### config.mk
export PLATFORM = sky130hd
export DESIGN_NAME = imm_gen_pipe
export DESIGN_NICKNAME = d
export VERILOG_FILES = /design/src/rtl/imm_pkg.sv /design/src/rtl/imm_fmt_decode.sv /design/src/rtl/imm_gen_pipe.sv
export SDC_FILE = /design/constraint.sdc
export NUM_CORES = 1
export LEC_CHECK = 0
export ABC_AREA = 1
export CAP_MARGIN = 15
export CORE_MARGIN = 2
export CORE_UTILIZATION = 45
export CTS_BUF_LIST = sky130_fd_sc_hd__clkbuf_8
export DETAILED_ROUTE_END_ITERATION = 12
export DONT_BUFFER_PORTS = 1
export GPL_TIMING_DRIVEN = 0
export HOLD_SLACK_MARGIN = 0.03
export RECOVER_POWER = 100
export SETUP_SLACK_MARGIN = 0.2
export SYNTH_ARGS = -nofsm -noshare
export SYNTH_HDL_FRONTEND = slang
export SYNTH_SLANG_ARGS = --single-unit
### constraint.sdc
create_clock -name clk -period 1.71 [get_ports clk]
set_input_delay 0.171 -clock clk [delete_from_list [all_inputs] [get_ports clk]]
set_output_delay 0.171 -clock clk [all_outputs]
set_load 0.01 [all_outputs]
### src/rtl/imm_pkg.sv
// Shared encodings for the pipelined immediate generator: format selects and RISC-V opcodes.
package imm_pkg;

  // imm_src / fmt encodings
  localparam logic [2:0] IMM_I    = 3'b000;
  localparam logic [2:0] IMM_B    = 3'b001;
  localparam logic [2:0] IMM_S    = 3'b010;
  localparam logic [2:0] IMM_J    = 3'b011;
  localparam logic [2:0] IMM_U    = 3'b100;
  localparam logic [2:0] IMM_AUTO = 3'b101;
  localparam logic [2:0] IMM_ZIMM = 3'b110;
  localparam logic [2:0] IMM_RSVD = 3'b111;

  // RISC-V base opcodes that carry an immediate
  localparam logic [6:0] OP_IMM    = 7'b0010011;
  localparam logic [6:0] OP_LOAD   = 7'b0000011;
  localparam logic [6:0] OP_JALR   = 7'b1100111;
  localparam logic [6:0] OP_STORE  = 7'b0100011;
  localparam logic [6:0] OP_BRANCH = 7'b1100011;
  localparam logic [6:0] OP_LUI    = 7'b0110111;
  localparam logic [6:0] OP_AUIPC  = 7'b0010111;
  localparam logic [6:0] OP_JAL    = 7'b1101111;

  // S1 payload; opcode bits are consumed by the resolver and not carried forward
  typedef struct packed {
    logic [31:7] ib;
    logic [2:0]  fmt;
    logic        err;
  } s1_t;

endpackage

### src/rtl/imm_fmt_decode.sv
// Combinational format resolver: maps imm_src (or the opcode under AUTO) to fmt/err.
// Latency 0; no flow control. ZIMM select is honoured only when IMM_GEN_ZIMM_EN is defined.
module imm_fmt_decode
  import imm_pkg::*;
(
  input  logic [2:0] imm_src,
  input  logic [6:0] opcode,
  output logic [2:0] fmt,
  output logic       err
);

  always_comb begin
    fmt = IMM_I;
    err = 1'b0;
    case (imm_src)
      IMM_I, IMM_B, IMM_S, IMM_J, IMM_U: fmt = imm_src;
      IMM_AUTO: begin
        case (opcode)
          OP_IMM, OP_LOAD, OP_JALR: fmt = IMM_I;
          OP_STORE:                 fmt = IMM_S;
          OP_BRANCH:                fmt = IMM_B;
          OP_LUI, OP_AUIPC:         fmt = IMM_U;
          OP_JAL:                   fmt = IMM_J;
          default:                  err = 1'b1;
        endcase
      end
`ifdef IMM_GEN_ZIMM_EN
      IMM_ZIMM: fmt = IMM_ZIMM;
`endif
      default: err = 1'b1;
    endcase
  end

endmodule

### src/rtl/imm_gen_pipe.sv
// Two-stage elastic immediate generator: S1 resolves format/err, S2 extends to XLEN.
// Latency 2 cycles, 1 beat/cycle; in_ready = !s1_valid || s1 advancing, outputs hold while stalled.
// Optional CSR zero-extended immediate (select 110) enabled by `define IMM_GEN_ZIMM_EN.
module imm_gen_pipe
  import imm_pkg::*;
#(
  parameter int XLEN  = 32,
  parameter int TAG_W = 4
) (
  input  logic             clk,
  input  logic             reset,
  input  logic             in_valid,
  output logic             in_ready,
  input  logic [31:0]      inst,
  input  logic [2:0]       imm_src,
  input  logic [TAG_W-1:0] in_tag,
  output logic             out_valid,
  input  logic             out_ready,
  output logic [XLEN-1:0]  imm,
  output logic [2:0]       fmt,
  output logic             err,
  output logic [TAG_W-1:0] out_tag
);

  logic             s1_valid;
  s1_t              s1_q;
  logic [TAG_W-1:0] s1_tag;
  logic [2:0]       dec_fmt;
  logic             dec_err;
  logic             s2_free;
  logic             s1_moves;
  logic             accept;
  logic [31:7]      ib;
  logic signed [31:0] raw;
  logic [XLEN-1:0]  imm_ext;

  imm_fmt_decode u_dec (
    .imm_src (imm_src),
    .opcode  (inst[6:0]),
    .fmt     (dec_fmt),
    .err     (dec_err)
  );

  // Handshake depends only on stage state and out_ready, never on in_valid
  assign s2_free  = !out_valid || out_ready;
  assign s1_moves = s1_valid && s2_free;
  assign in_ready = !s1_valid || s1_moves;
  assign accept   = in_valid && in_ready;

  always_ff @(posedge clk) begin
    if (reset) begin
      s1_valid <= 1'b0;
      s1_q     <= '0;
      s1_tag   <= '0;
    end else if (accept) begin
      s1_valid <= 1'b1;
      s1_q     <= '{ib: inst[31:7], fmt: dec_fmt, err: dec_err};
      s1_tag   <= in_tag;
    end else if (s1_moves) begin
      s1_valid <= 1'b0;
    end
  end

  // Build a sign-correct 32-bit immediate, then sign-extend to XLEN
  assign ib = s1_q.ib;

  always_comb begin
    raw = '0;
    if (!s1_q.err) begin
      case (s1_q.fmt)
        IMM_I:    raw = {{20{ib[31]}}, ib[31:20]};
        IMM_S:    raw = {{20{ib[31]}}, ib[31:25], ib[11:7]};
        IMM_B:    raw = {{19{ib[31]}}, ib[31], ib[7], ib[30:25], ib[11:8], 1'b0};
        IMM_J:    raw = {{11{ib[31]}}, ib[31], ib[19:12], ib[20], ib[30:21], 1'b0};
        IMM_U:    raw = {ib[31:12], 12'b0};
`ifdef IMM_GEN_ZIMM_EN
        IMM_ZIMM: raw = {27'b0, ib[19:15]};
`endif
        default:  raw = '0;
      endcase
    end
  end

  assign imm_ext = XLEN'(raw);

  always_ff @(posedge clk) begin
    if (reset) begin
      out_valid <= 1'b0;
      imm       <= '0;
      fmt       <= '0;
      err       <= 1'b0;
      out_tag   <= '0;
    end else if (s1_moves) begin
      out_valid <= 1'b1;
      imm       <= imm_ext;
      fmt       <= s1_q.fmt;
      err       <= s1_q.err;
      out_tag   <= s1_tag;
    end else if (out_ready) begin
      out_valid <= 1'b0;
    end
  end

endmodule

* Word level (Yosys, flattened, before mapping)
Cells that the tools add are included.
Storage, ports and cells: flip-flop bits (word level) 75, bits in latches 0, RAM bits 0, bits in read-only memories 0, bits of input ports 43, output and inout port bits 42, logic and storage cells 50, memories 0
Cells by class: $add $sub $neg 0, multipliers 0, div/mod/pow operators 0, order comparisons 0, eq/ne operators 17, shifts and indexed selects 0, multiplexer cells 10, bitwise operators 0, reduce and logical (&&, ||, !) cells 13
Operator list (number):
- 32-bit case mux with 5 select lines | 1
- 32-bit 2-to-1 mux | 1
- 7-bit == test, second input constant | 3
- 7-bit by 5-bit == test with 1-bit output, second input constant | 2
- 7-bit by 6-bit == test with 1-bit output, second input constant | 2
- 3-bit by 2-bit == test with 1-bit output, second input constant | 4
- 3-bit case mux with 4 select lines | 1
- 3-bit == test, second input constant | 3
- 8-bit OR reduction | 1
- 7-bit by 2-bit == test with 1-bit output, second input constant | 1
- 3-bit by 1-bit == test with 1-bit output, second input constant | 2
- 3-bit logical NOT | 2
- 3-bit case mux with 2 select lines | 1
- 1-bit 2-to-1 mux | 5
- 5-bit OR reduction | 1
- 2-bit nonzero test | 2
- 1-bit logical AND | 2
- 1-bit logical NOT | 2
- 1-bit logical OR | 2
- 1-bit case mux with 2 select lines | 1
- 2-bit OR reduction | 1

* Logic depth before layout (Yosys ltp)
depth after elaboration 6, mapped depth 9, gate-level depth less buffers 8

* By module
From an unflattened synthesis, not the netlist that was laid out.
Second synthesis, totals: cell total of the unflattened synthesis 450, area, all modules 3205.6 um^2
By module, submodules not included:
- imm_gen_pipe | instances 1, cells each 408, area each 3022.9 um^2, seq. area each 1501.4 um^2
- imm_fmt_decode | instances 1, cells each 42, area each 182.7 um^2, seq. area each 0.0 um^2

* Worst setup path before layout
OpenSTA, ideal clock, no wires.
path kind register -> register, start reg out_valid, end reg s1_q[3] (netlist bit), setup time 0.117 ns, data arrival time 1.154 ns, data required time 1.593 ns, slack 0.439 ns, stages on the path, launching flop included 7, path buffers 1, period minus slack after synthesis 1.271 ns, cells stage by stage dfxtp_1 nand3_1 nand2_2 inv_1 buf_2 o21ai_0 nor2_1
Between the ends: longest elaborated chain between the ends 5
Ends and longest elaborated chain:
- from (decl) | RTL line imm_gen_pipe.sv:17 | output logic out_valid,
- from (signal assigned) | RTL line imm_gen_pipe.sv:88 | out_valid <= 1'b0;
- from (signal assigned) | RTL line imm_gen_pipe.sv:94 | out_valid <= 1'b1;
- from (signal assigned) | RTL line imm_gen_pipe.sv:100 | out_valid <= 1'b0;
- 1-bit logical NOT | RTL line imm_gen_pipe.sv:45 | assign s2_free = !out_valid || out_ready;
- 1-bit logical OR | RTL line imm_gen_pipe.sv:45
- 1-bit logical AND | RTL line imm_gen_pipe.sv:46 | assign s1_moves = s1_valid && s2_free;
- 1-bit logical OR | RTL line imm_gen_pipe.sv:47 | assign in_ready = !s1_valid || s1_moves;
- named net in_ready | RTL line imm_gen_pipe.sv:13 | output logic in_ready,
- 1-bit logical AND | RTL line imm_gen_pipe.sv:48 | assign accept = in_valid && in_ready;
- to (signal assigned) | RTL line imm_gen_pipe.sv:57 | s1_q <= '{ib: inst[31:7], fmt: dec_fmt, err: dec_err};
- to (decl) | RTL line imm_gen_pipe.sv:26 | s1_t s1_q;
The timed path passes the listed nets, and every way through them passes these cells. A chain may end at the register's enable or synchronous reset.

* Final worst setup path
start reg out_valid, end reg s1_q, in the netlist ib[24]
Same word-level chain as after synthesis.

==> flow_metrics.tcl <==
set metrics [dict create \
    hp-class "in2reg" \
    cp-end-kind "flop" \
    synth_top_area_frac 0.4924 \
    port_buffers 0 \
    grt_pass1_vias 2635 \
    antennaDiodeCount 0 \
    place_congestion 0.7582 \
    dr.pass1.iters 4 \
    fmax_ghz 0.6823 \
    cts_buffers 9 \
    core_area_mm2 0.006459 \
    setup_viol 0 \
    fin_skew_ns 0.006805 \
    setup_ws_ns 0.2444 \
    antenna_found_initial 0 \
    synthTopCellsByArea "dfxtp_1, nand2_1, a21oi_1, nor2_1, o21ai_0" \
    critPathSlowestCell "dfxtp_1" \
    tightest_slew_ns 0.5220 \
    crit_path_cell_trace "nand3_2 > nand2_4 > clkbuf_1 > a21oi_1" \
    syn_avg_cell_area_um2 7.075 \
    pwr-share-seq 0.499 \
    p_sw_w 0.0009550 \
    grt_usage 0.2134 \
    p_int_w 0.002888 \
    die_x_um 86.32 \
    finish.instance_area_mm2 0.003615 \
    max_stage_delay_ns 0.45 \
    synth_cell_types 22 \
    clkLatencyLatePin_ns 0.33 \
    place_hpwl_mm 5.544 \
    rows 29 \
    drc 0 \
    rsz0062_at_grt "no" \
    cts_tree "yes" \
    area_delta_synth_final_pct 18.55 \
    power_frac_comb 0.105 \
    cts_max_level 3 \
    arrival_ns 1.68 \
    grt_pass1_wl_mm 12.36 \
    drv_cap 0 \
    synth_fp_nets 474 \
    antenna_left 0 \
    finalCritPeriodShare 0.8571 \
    fillCellCount 676 \
    die_y_um 86.32 \
    cts.sinks 75 \
    final_cell_mix "nand2_1, dfxtp_1, nor2_1" \
    slew_viol_final 0 \
    finalPower_w 0.003843 \
    path_buf_inv 1 \
    yosys.area.top_type "dfxtp_1" \
    ir_drop_mv 0.5518 \
    nNetsFinal 507 \
    start_kind "flop" \
    die_area_mm2 0.007450 \
    route.vias.total 2789 \
    syn_area_mm2 0.003049 \
    crit_required_ns 1.92 \
    status "finished clean" \
    hold_violations 0 \
    final_common_cell "nand2_1" \
    fin_cells 546 \
    root_buffer "clkbuf_8" \
    clock_path_buffers 2 \
    netlist_instances 431 \
    power.density_mw_per_mm2 1063 \
    crit_family "flip-flops" \
    slew-limit-headroom 0.6520 \
    gr-total-overflow 0 \
    p_sw_frac 0.2485 \
    ys.warnings.count 0 \
    fin_tns_setup_ns 0 \
    layout-drive-gt1-share 0.08529 \
    drtIter0Drc 127 \
    ys_seq_area_frac 0.4924 \
    criticalPathCategory "reg2reg" \
    start_util 0.4721 \
    viasPerCell 5.108 \
    wl_per_cell_um 13.82 \
    pre_cts_slack_ns 0.03767 \
    dpl.cell_count 508 \
    placed_area_mm2 0.003146 \
    min_period_ns 1.466 \
    clk_pin_slew_worst_paths_ns 0.08 \
    routed_wl_mm 7.544 \
    grt_max_degree 13 \
    cp_max_fo 10 \
    io_pins 85 \
    p_leak_nw 1.511 \
    synth-seq-cells 75 \
    p_clk_frac 0.397 \
]
## cells in the mapped netlist
cell type    n
nand2_1    116
dfxtp_1     75
nor2_1      64
a21oi_1     51
o21ai_0     47
inv_1       26
nand3_1     15
buf_2       11
clkbuf_1     9
buf_6        2
nand2_2      2
nor2_2       2
nor3_1       2
buf_1        1
buf_4        1
inv_2        1
nand4_1      1
nor2_4       1
o211ai_1     1
o21a_1       1
o21ai_2      1
o22ai_1      1
## power groups by stage
stage,registers (W),clock network [W],logic [W]
after floorplan,0.00194,0,0.000276
after global placement,0.00196,0,0.000353
after detailed placement,0.00196,0,0.000358
after CTS,0.00192,0.00156,0.000401
after global routing,0.00193,0.00165,0.000462
final,0.00192,0.00152,0.000402
## final cells by class
class | instances | area (um^2) | share of cell area
flip-flops and latches | 75 | 1501 | 0.4154
well taps | 77 | 96.34 | 0.02665
plain buffers | 24 | 133.9 | 0.03704
inverters | 27 | 101.3 | 0.02804
multi-input cells | 305 | 1334 | 0.3690
repair buffers | 22 | 220.2 | 0.06092
clock inverters | 5 | 76.32 | 0.02111
clock buffers | 11 | 151.4 | 0.04188
## through the flow
step | utilization | hold slack, ns
after floorplan | - | 0.3356
after global placement | 0.4870 | 0.3419
after detailed placement | 0.4870 | 0.3460
after CTS | 0.5585 | 0.03160
after global routing | 0.5597 | 0.04628
final | 0.5597 | 0.03862
## worst register-to-register path, delay by kind of cell, from the launching register on
kind / cells / cell delay, ns
buf+inv: 1 / 0.37
simple gates: 2 / 0.39
flops: 1 / 0.45
compound gates: 1 / 0.13
## worst paths after layout
kind              from      to  slack [ns]  depth (start not counted)
max reg2reg  out_valid  ib[24]        0.24                          4
min           inst[30]  ib[30]        0.04                          2
max          out_valid  ib[24]        0.24                          4
min reg2reg     ib[26]  ib[26]        0.47                          2
## flip-flops by register name, summed over array words and instances (netlist names)
name / flops
ib: 25
fmt: 3
s1_q: 4
out_tag: 4
s1_tag: 4
out_valid: 1
imm: 32
s1_valid: 1
err: 1
## metal layers
layer / up-vias / GRT usage / part of all wire
met2: 77 / 0.3369 / 0.46
met3: 8 / 0.05619 / 0.067
met5: - / 0 / 0
met1: 1258 / 0.2850 / 0.46
li1: 1446 / - / -
met4: 0 / 0.07244 / 0.011
## timing repair
action                                  4_1_cts  5_1_grt
endpoints found under the setup margin       28       37
hold endpoints to repair                     22        0
buffers inserted                              0        0
resized for setup                             5        6
hold buffers                                 22        0
## cell families (layout without fill, tap and decap cells)
kind of cell	after synthesis	count (layout)	share of synthesized area
AND/OR/NAND/NOR	203	203	0.2634
flip-flops	75	75	0.4924
AO/OA/AOI/OAI	102	102	0.1707
buffers and inverters	51	89	0.07345
(Power assumes the default switching activity.)
